[src/rtl/uart_wb_sequencer.sv]
// Wishbone master that configures the UART and then services a TX byte stream
// and drains the RX FIFO, alternating TX-side and RX-side bus slots.
module uart_wb_sequencer #(
    parameter logic [31:0] BASE_ADDR = 32'h3000_0000,
    parameter int          MDW       = 9,
    parameter int          FAW       = 4,
    parameter int          ACK_TO    = 15
) (
    input  logic            clk_i,
    input  logic            rst_n_i,
    input  logic            start_i,
    input  logic            stop_i,
    input  logic [15:0]     cfg_prescaler_i,
    input  logic [31:0]     cfg_word_i,
    input  logic [MDW-1:0]  tx_data_i,
    input  logic            tx_valid_i,
    output logic            tx_ready_o,
    output logic [MDW-1:0]  rx_data_o,
    output logic            rx_valid_o,
    input  logic            rx_ready_i,
    output logic            cfg_done_o,
    output logic            err_o,
    output logic [31:0]     wbm_adr_o,
    output logic [31:0]     wbm_dat_o,
    input  logic [31:0]     wbm_dat_i,
    output logic [3:0]      wbm_sel_o,
    output logic            wbm_cyc_o,
    output logic            wbm_stb_o,
    output logic            wbm_we_o,
    input  logic            wbm_ack_i
);

    localparam int          CW         = $clog2(ACK_TO + 1);
    localparam logic [31:0] OFF_RXDATA = 32'h0000_0000;
    localparam logic [31:0] OFF_TXDATA = 32'h0000_0004;
    localparam logic [31:0] OFF_PR     = 32'h0000_0008;
    localparam logic [31:0] OFF_CTRL   = 32'h0000_000C;
    localparam logic [31:0] OFF_CFG    = 32'h0000_0010;
    localparam logic [31:0] OFF_RXLVL  = 32'h0000_FE00;
    localparam logic [31:0] OFF_TXLVL  = 32'h0000_FE10;

    typedef enum logic [3:0] {
        S_IDLE, S_PR, S_CFG, S_CTRL, S_TXPOLL, S_TXWR, S_RXPOLL, S_RXRD, S_STOP
    } state_t;

    state_t          state_q, state_d, nxt_s;
    logic            wait_q, wait_d;
    logic [CW-1:0]   cnt_q, cnt_d;
    logic            err_q, err_d;
    logic            stop_pend_q, stop_pend_d;
    logic            run_s, stop_req_s;
    logic [FAW-1:0]  lvl_q;
    logic [MDW-1:0]  rx_data_q;
    logic            rx_valid_q;
    logic [31:0]     adr_q, adr_d, dat_q, dat_d;
    logic            stb_q, stb_d, we_q, we_d, tx_ready_q, tx_ready_d, cfg_done_q, cfg_done_d;
    logic            unused_dat_s;

    assign unused_dat_s = ^wbm_dat_i[31:MDW];

    // State register: one access is a STROBE cycle (wait_q=0) followed by WAIT (wait_q=1)
    always_ff @(posedge clk_i) begin
        if (!rst_n_i) begin
            state_q     <= S_IDLE;
            wait_q      <= 1'b0;
            cnt_q       <= {CW{1'b0}};
            err_q       <= 1'b0;
            stop_pend_q <= 1'b0;
        end else begin
            state_q     <= state_d;
            wait_q      <= wait_d;
            cnt_q       <= cnt_d;
            err_q       <= err_d;
            stop_pend_q <= stop_pend_d;
        end
    end

    // Next-state logic: stop requests are only honoured at an access boundary
    always_comb begin
        run_s       = (state_q == S_TXPOLL) || (state_q == S_TXWR) ||
                      (state_q == S_RXPOLL) || (state_q == S_RXRD);
        stop_req_s  = stop_pend_q | stop_i;
        state_d     = state_q;
        wait_d      = wait_q;
        cnt_d       = cnt_q;
        err_d       = err_q;
        stop_pend_d = stop_pend_q | (run_s & stop_i);
        case (state_q)
            S_PR:     nxt_s = S_CFG;
            S_CFG:    nxt_s = S_CTRL;
            S_CTRL:   nxt_s = S_TXPOLL;
            S_TXPOLL: nxt_s = stop_req_s ? S_STOP :
                              (tx_valid_i && (lvl_q != {FAW{1'b1}})) ? S_TXWR : S_RXPOLL;
            S_TXWR:   nxt_s = stop_req_s ? S_STOP : S_RXPOLL;
            S_RXPOLL: nxt_s = stop_req_s ? S_STOP :
                              ((lvl_q != {FAW{1'b0}}) && !rx_valid_q) ? S_RXRD : S_TXPOLL;
            S_RXRD:   nxt_s = stop_req_s ? S_STOP : S_TXPOLL;
            default:  nxt_s = S_IDLE;
        endcase
        if (state_q == S_IDLE) begin
            if (start_i) begin
                state_d     = S_PR;
                wait_d      = 1'b0;
                err_d       = 1'b0;
                stop_pend_d = 1'b0;
            end else begin
                state_d     = S_IDLE;
            end
        end else if (!wait_q) begin
            wait_d = 1'b1;
            cnt_d  = {CW{1'b0}};
        end else if (wbm_ack_i) begin
            wait_d  = 1'b0;
            state_d = nxt_s;
            if ((nxt_s == S_STOP) || (nxt_s == S_IDLE)) begin
                stop_pend_d = 1'b0;
            end else begin
                stop_pend_d = stop_pend_d;
            end
        end else if (cnt_q == CW'(ACK_TO - 1)) begin
            err_d       = 1'b1;
            state_d     = S_IDLE;
            wait_d      = 1'b0;
            stop_pend_d = 1'b0;
        end else begin
            cnt_d = cnt_q + {{(CW-1){1'b0}}, 1'b1};
        end
    end

    // Output decode from the upcoming state, registered below
    always_comb begin
        stb_d      = (state_d != S_IDLE) && !wait_d;
        cfg_done_d = (state_d == S_TXPOLL) || (state_d == S_TXWR) ||
                     (state_d == S_RXPOLL) || (state_d == S_RXRD);
        adr_d      = 32'h0000_0000;
        dat_d      = 32'h0000_0000;
        we_d       = 1'b0;
        tx_ready_d = 1'b0;
        if (stb_d) begin
            case (state_d)
                S_PR:     begin adr_d = BASE_ADDR | OFF_PR;     we_d = 1'b1; dat_d = {16'h0000, cfg_prescaler_i}; end
                S_CFG:    begin adr_d = BASE_ADDR | OFF_CFG;    we_d = 1'b1; dat_d = cfg_word_i; end
                S_CTRL:   begin adr_d = BASE_ADDR | OFF_CTRL;   we_d = 1'b1; dat_d = 32'h0000_0007; end
                S_STOP:   begin adr_d = BASE_ADDR | OFF_CTRL;   we_d = 1'b1; dat_d = 32'h0000_0000; end
                S_TXPOLL: begin adr_d = BASE_ADDR | OFF_TXLVL; end
                S_TXWR:   begin adr_d = BASE_ADDR | OFF_TXDATA; we_d = 1'b1; tx_ready_d = 1'b1;
                                dat_d = {{(32-MDW){1'b0}}, tx_data_i}; end
                S_RXPOLL: begin adr_d = BASE_ADDR | OFF_RXLVL; end
                S_RXRD:   begin adr_d = BASE_ADDR | OFF_RXDATA; end
                default:  begin adr_d = 32'h0000_0000; end
            endcase
        end else begin
            adr_d = 32'h0000_0000;
        end
    end

    // Registered bus and status outputs
    always_ff @(posedge clk_i) begin
        if (!rst_n_i) begin
            adr_q <= 32'h0000_0000; dat_q <= 32'h0000_0000;
            stb_q <= 1'b0; we_q <= 1'b0; tx_ready_q <= 1'b0; cfg_done_q <= 1'b0;
        end else begin
            adr_q <= adr_d; dat_q <= dat_d;
            stb_q <= stb_d; we_q <= we_d; tx_ready_q <= tx_ready_d; cfg_done_q <= cfg_done_d;
        end
    end

    // Read-data capture at the end of each strobe, and the RX output holding register
    always_ff @(posedge clk_i) begin
        if (!rst_n_i) begin
            lvl_q      <= {FAW{1'b0}};
            rx_data_q  <= {MDW{1'b0}};
            rx_valid_q <= 1'b0;
        end else begin
            if ((state_q != S_IDLE) && !wait_q) begin
                lvl_q <= wbm_dat_i[FAW-1:0];
            end
            if ((state_q == S_RXRD) && !wait_q) begin
                rx_data_q  <= wbm_dat_i[MDW-1:0];
                rx_valid_q <= 1'b1;
            end else if (rx_valid_q && rx_ready_i) begin
                rx_valid_q <= 1'b0;
            end
        end
    end

    assign wbm_adr_o  = adr_q;
    assign wbm_dat_o  = dat_q;
    assign wbm_sel_o  = 4'hF;
    assign wbm_cyc_o  = stb_q;
    assign wbm_stb_o  = stb_q;
    assign wbm_we_o   = we_q;
    assign tx_ready_o = tx_ready_q;
    assign cfg_done_o = cfg_done_q;
    assign err_o      = err_q;
    assign rx_data_o  = rx_data_q;
    assign rx_valid_o = rx_valid_q;

endmodule

[config.mk]
export PLATFORM = sky130hd
export DESIGN_NAME = uart_wb_sequencer
export DESIGN_NICKNAME = d
export VERILOG_FILES = /design/src/rtl/uart_wb_sequencer.sv
export SDC_FILE = /design/constraint.sdc
export NUM_CORES = 1
export LEC_CHECK = 0
export CAP_MARGIN = 20
export CORE_MARGIN = 2
export CORE_UTILIZATION = 41
export CTS_CLUSTER_SIZE = 28
export DETAILED_ROUTE_END_ITERATION = 8
export MAX_ROUTING_LAYER = met4
export PLACE_DENSITY = 0.9
export SLEW_MARGIN = 20
export SYNTH_ARGS = -nofsm -noshare
export SYNTH_HDL_FRONTEND = slang
export SYNTH_SLANG_ARGS = --single-unit
[constraint.sdc]
create_clock -name clk_i -period 4.5 [get_ports clk_i]
set_input_delay 1.35 -clock clk_i [delete_from_list [all_inputs] [get_ports clk_i]]
set_output_delay 1.35 -clock clk_i [all_outputs]
set_load 0.01 [all_outputs]
==> tab_implementation.tex <==
\begin{tabular}{lr}
\hline
Metric & Value \\
\hline
\multicolumn{2}{l}{\textbf{Worst setup path}} \\
\quad Setup slack on the worst flop-to-flop path & 1780 ps \\
\quad Data arrival time of the critical path & 3880 ps \\
\quad Critical path startpoint category & primary input \\
\quad Worst EP required & between 4000 and 5000 ps \\
\quad Critical path class & primary input to flip-flop \\
\quad Maximum net fanout on the critical path & 13 \\
\quad Critical path capture point type & flip-flop \\
\multicolumn{2}{l}{\textbf{Yosys}} \\
\quad Portion of the post-synthesis area used by sequential elements & 0.427 \\
\quad Mapped Cells & 324 \\
\quad Share of synthesized flip-flops with an asynchronous set or reset & 0 \\
\quad Number of enable flip-flop cells after synthesis & 0 \\
\quad Count of cell types in the netlist & 59 \\
\quad Synthesis warning total & 0 \\
\quad Number of synthesized register bits & 66 \\
\quad Most area-consuming cells after synthesis & dfxtp\_1 (43\%), buf\_4 (8.2\%), nor2b\_1 (3.6\%) \\
\quad Leading area contributor after synthesis & dfxtp\_1 \\
\quad Synth top area share & 0.427 \\
\quad Mean area per synthesized cell & $\sim$9.6 sq um \\
\quad Mapped cell area & 3100 sq um \\
\quad Top FF cell, synth & dfxtp\_1 \\
\multicolumn{2}{l}{\textbf{Layout}} \\
\quad Layout overhead on the synthesized area & 46.9\% \\
\quad Inserted Diodes & 0 \\
\quad Share of final-layout standard cells stronger than drive strength 1 & 0.102 \\
\quad Final Net Count & roughly 540 \\
\quad Area of all placed cells without fillers & roughly 4500 sq um \\
\multicolumn{2}{l}{\textbf{Placement}} \\
\quad Post-detailed-placement half-perimeter wirelength & around 6.0 mm \\
\quad Placement-stage cell area & roughly 4300 sq um \\
\quad Total of buffers placed on input and output ports & $\sim$130 \\
\quad Post-Place Worst Slack & approximately 540 ps \\
\quad Weighted congestion at the end of routability-driven global placement & 0.880 \\
\multicolumn{2}{l}{\textbf{Floorplanning}} \\
\quad Vertical die dimension & roughly 91 um \\
\quad Full die area & about 8300 sq um \\
\quad Die W & between 90 and 100 um \\
\quad Core area & about 7300 sq um \\
\quad \# IOs & 180 \\
\quad Effective utilization at floorplan & 0.425 \\
\quad Number of placement rows & 31 \\
\multicolumn{2}{l}{\textbf{STA}} \\
\quad Final setup viols & 0 \\
\quad Total negative slack for setup checks & 0 ps \\
\quad Clock Skews & 9.33 ps \\
\quad Setup repair after global routing missed its margin & false \\
\quad Max Fclk & roughly 280 MHz \\
\quad Portion of the clock cycle consumed by the worst path in the final layout & 0.801 \\
\quad Final hold violations & 0 \\
\quad Worst slew slack as a fraction of its limit & 0.305 \\
\quad Worst Tran Pin Value & slightly above 1000 ps \\
\quad Final number of max-transition violations & 0 \\
\quad Worst setup slack after layout & around 890 ps \\
\quad Worst hold slack & a little over 500 ps \\
\quad Post-layout minimum cycle time & 3610 ps \\
\multicolumn{2}{l}{\textbf{Global routing}} \\
\quad Global-route congestion overflow total & 0 \\
\quad Largest net degree at the start of global routing & 28 \\
\quad Overall global routing resource usage & 0.196 \\
\quad Vias in the first global route & between 2000 and 3000 \\
\quad Global-route wire length before repair & about 12 mm \\
\quad Number of antenna violations at the first check in global routing & 0 \\
\multicolumn{2}{l}{\textbf{Route}} \\
\quad Mean routed wirelength per cell & between 10 and 15 um \\
\quad Antenna Nets Post-Route & 0 \\
\quad Vias & 2755 \\
\quad Drt first-iter violations & 129 \\
\quad Routed WL & roughly 8 mm \\
\quad Via/cell ratio & 5.03 \\
\quad Number of DRC violations after detailed routing & 0 \\
\quad First-pass iteration count of the detailed router & 4 \\
\multicolumn{2}{l}{\textbf{CTS}} \\
\quad Num CTS Buffers & 9 \\
\quad Buffers inserted by post-CTS timing repair & 0 \\
\quad CTS Hold Bufs & 0 \\
\quad Root cell of the clock tree & clkbuf\_8 \\
\quad Worst-path clk slew & 80 ps \\
\quad CTS Sinks & 66 \\
\quad Maximum clock insertion buffer count & 2 \\
\quad Clock network latency to the later pin of the worst-skew pair & about 340 ps \\
\quad Max H-tree Level & 3 \\
\quad PostCTS Resize Cnt & 0 \\
\quad Clock tree from TritonCTS & yes \\
\multicolumn{2}{l}{\textbf{Status}} \\
\quad Result of the run & finished, final reports clean \\
\multicolumn{2}{l}{\textbf{Power and ir drop}} \\
\quad Worst supply voltage drop on vdd & $\sim$0.2 mV \\
\quad Power per cell area & 316 nW/um\^{}2 \\
\quad Total chip power & about 0.0014 W \\
\quad P\_leak & around 1.7 nW \\
\multicolumn{2}{l}{\textbf{Worst hold path}} \\
\quad Worst min path class & flip-flop to flip-flop \\
\multicolumn{2}{l}{\textbf{Run}} \\
\quad Maxcap violations & 0 \\
\hline
\end{tabular}
## logic make-up after synthesis
family                     count (synthesis)  share of synthesized area
buffers and inverters                     56                      0.123
other                                      2                    0.00243
muxes                                      9                     0.0291
AOI/OAI and AO/OA                         76                      0.187
adders and majority gates                  2                    0.00808
and+or+nand+nor                          113                      0.223
DFF                                       66                      0.427
## layout make-up
cell class                 instances  area, sq um
fill                             624         2750
clock inverter                     6          113
multi-input combinational        224         1480
inverter                           6         22.5
clock buffer                      10          128
sequential                        66         1320
timing repair buffer             137         1360
tap                               99          124
## placed cells by master, fill, tap and decap left out, types with 3 or more instances in the layout
master and n:
nor2b_1 18, nand3_1 6, a21boi_0 6, dfxtp_1 66
a22oi_1 7, o21a_1 3, a21oi_1 15, and2_4 11
clkdlybuf4s50_1 132, mux2i_1 9, nor4_1 4, conb_1 24
a22o_1 6, a31oi_1 3, nand2_1 13, and2_1 9
a32oi_1 9, inv_1 6, nor3_1 8, o21ai_0 7
nor2_1 23, clkbuf_8 9, nand2b_1 4, buf_4 5
bufinv_16 3
## flip-flops by register name, indices dropped and copies added (netlist names), 4 cells and up
name       cells
cnt_q          4
lvl_q          4
rx_data_o      9
state_q        4
wbm_adr_o      5
wbm_dat_o     32
## critical path, cell delays in order
cell and delay [ps]:
clkdlybuf4s50_1 710, nand2_2 160, nor4_2 370, a221oi_2 120, buf_4 180, and3b_1 460, buf_4 280, nand3_1 100
a21oi_1 150
## through the flow
step / utilization / std cells
2_1_floorplan: - / 346
3_3_place_gp: 0.591 / 532
3_5_place_dp: 0.591 / 532
4_1_cts: 0.624 / 548
5_1_grt: 0.624 / 548
6_report: 0.624 / 548
## power by group
group	switching, W	total (W)	internal [W]
Clock	0.000236	0.000607	0.000371
Sequential	0.0000126	0.000613	0.000601
Combinational	0.0000953	0.000216	0.000120
## routing by layer
layer  global-route usage  vias to the layer above  wire (um)
met5                    -                        -          0
met4               0.0783                        0        196
met3               0.0559                       23        433
met2                0.325                      117       4150
met1                0.223                     1293       3100
li1                     -                     1322          -
## path summary, 6_finish.rpt
| path | from | endpoint | cells past startpoint |
|---|---|---|---|
| worst max-delay path | wbm_ack_i | wbm_dat_o[1] | 9 |
| worst min-delay path | lvl_q[1] | lvl_q[1] | 2 |
| worst max register to register | wait_q | wbm_dat_o[7] | 6 |
| worst min register to register | lvl_q[1] | lvl_q[1] | 2 |
## synth_stat cells, drive strengths merged (2+ instances only)
cell,number
dfxtp,66
buf,45
nor2,23
and2,20
nor2b,18
a21oi,15
nand2,14
nor3,10
o21ai,10
a32oi,9
mux2i,9
a21boi,7
a22oi,7
nand3,7
a22o,6
inv,6
nand2b,6
clkbuf,5
nor4,5
a31oi,3
o21a,3
a2111oi,2
conb,2
ha,2
nand4,2
nor3b,2
o21bai,2
or2b,2
Note: power is estimated with default switching activity, not from simulation.
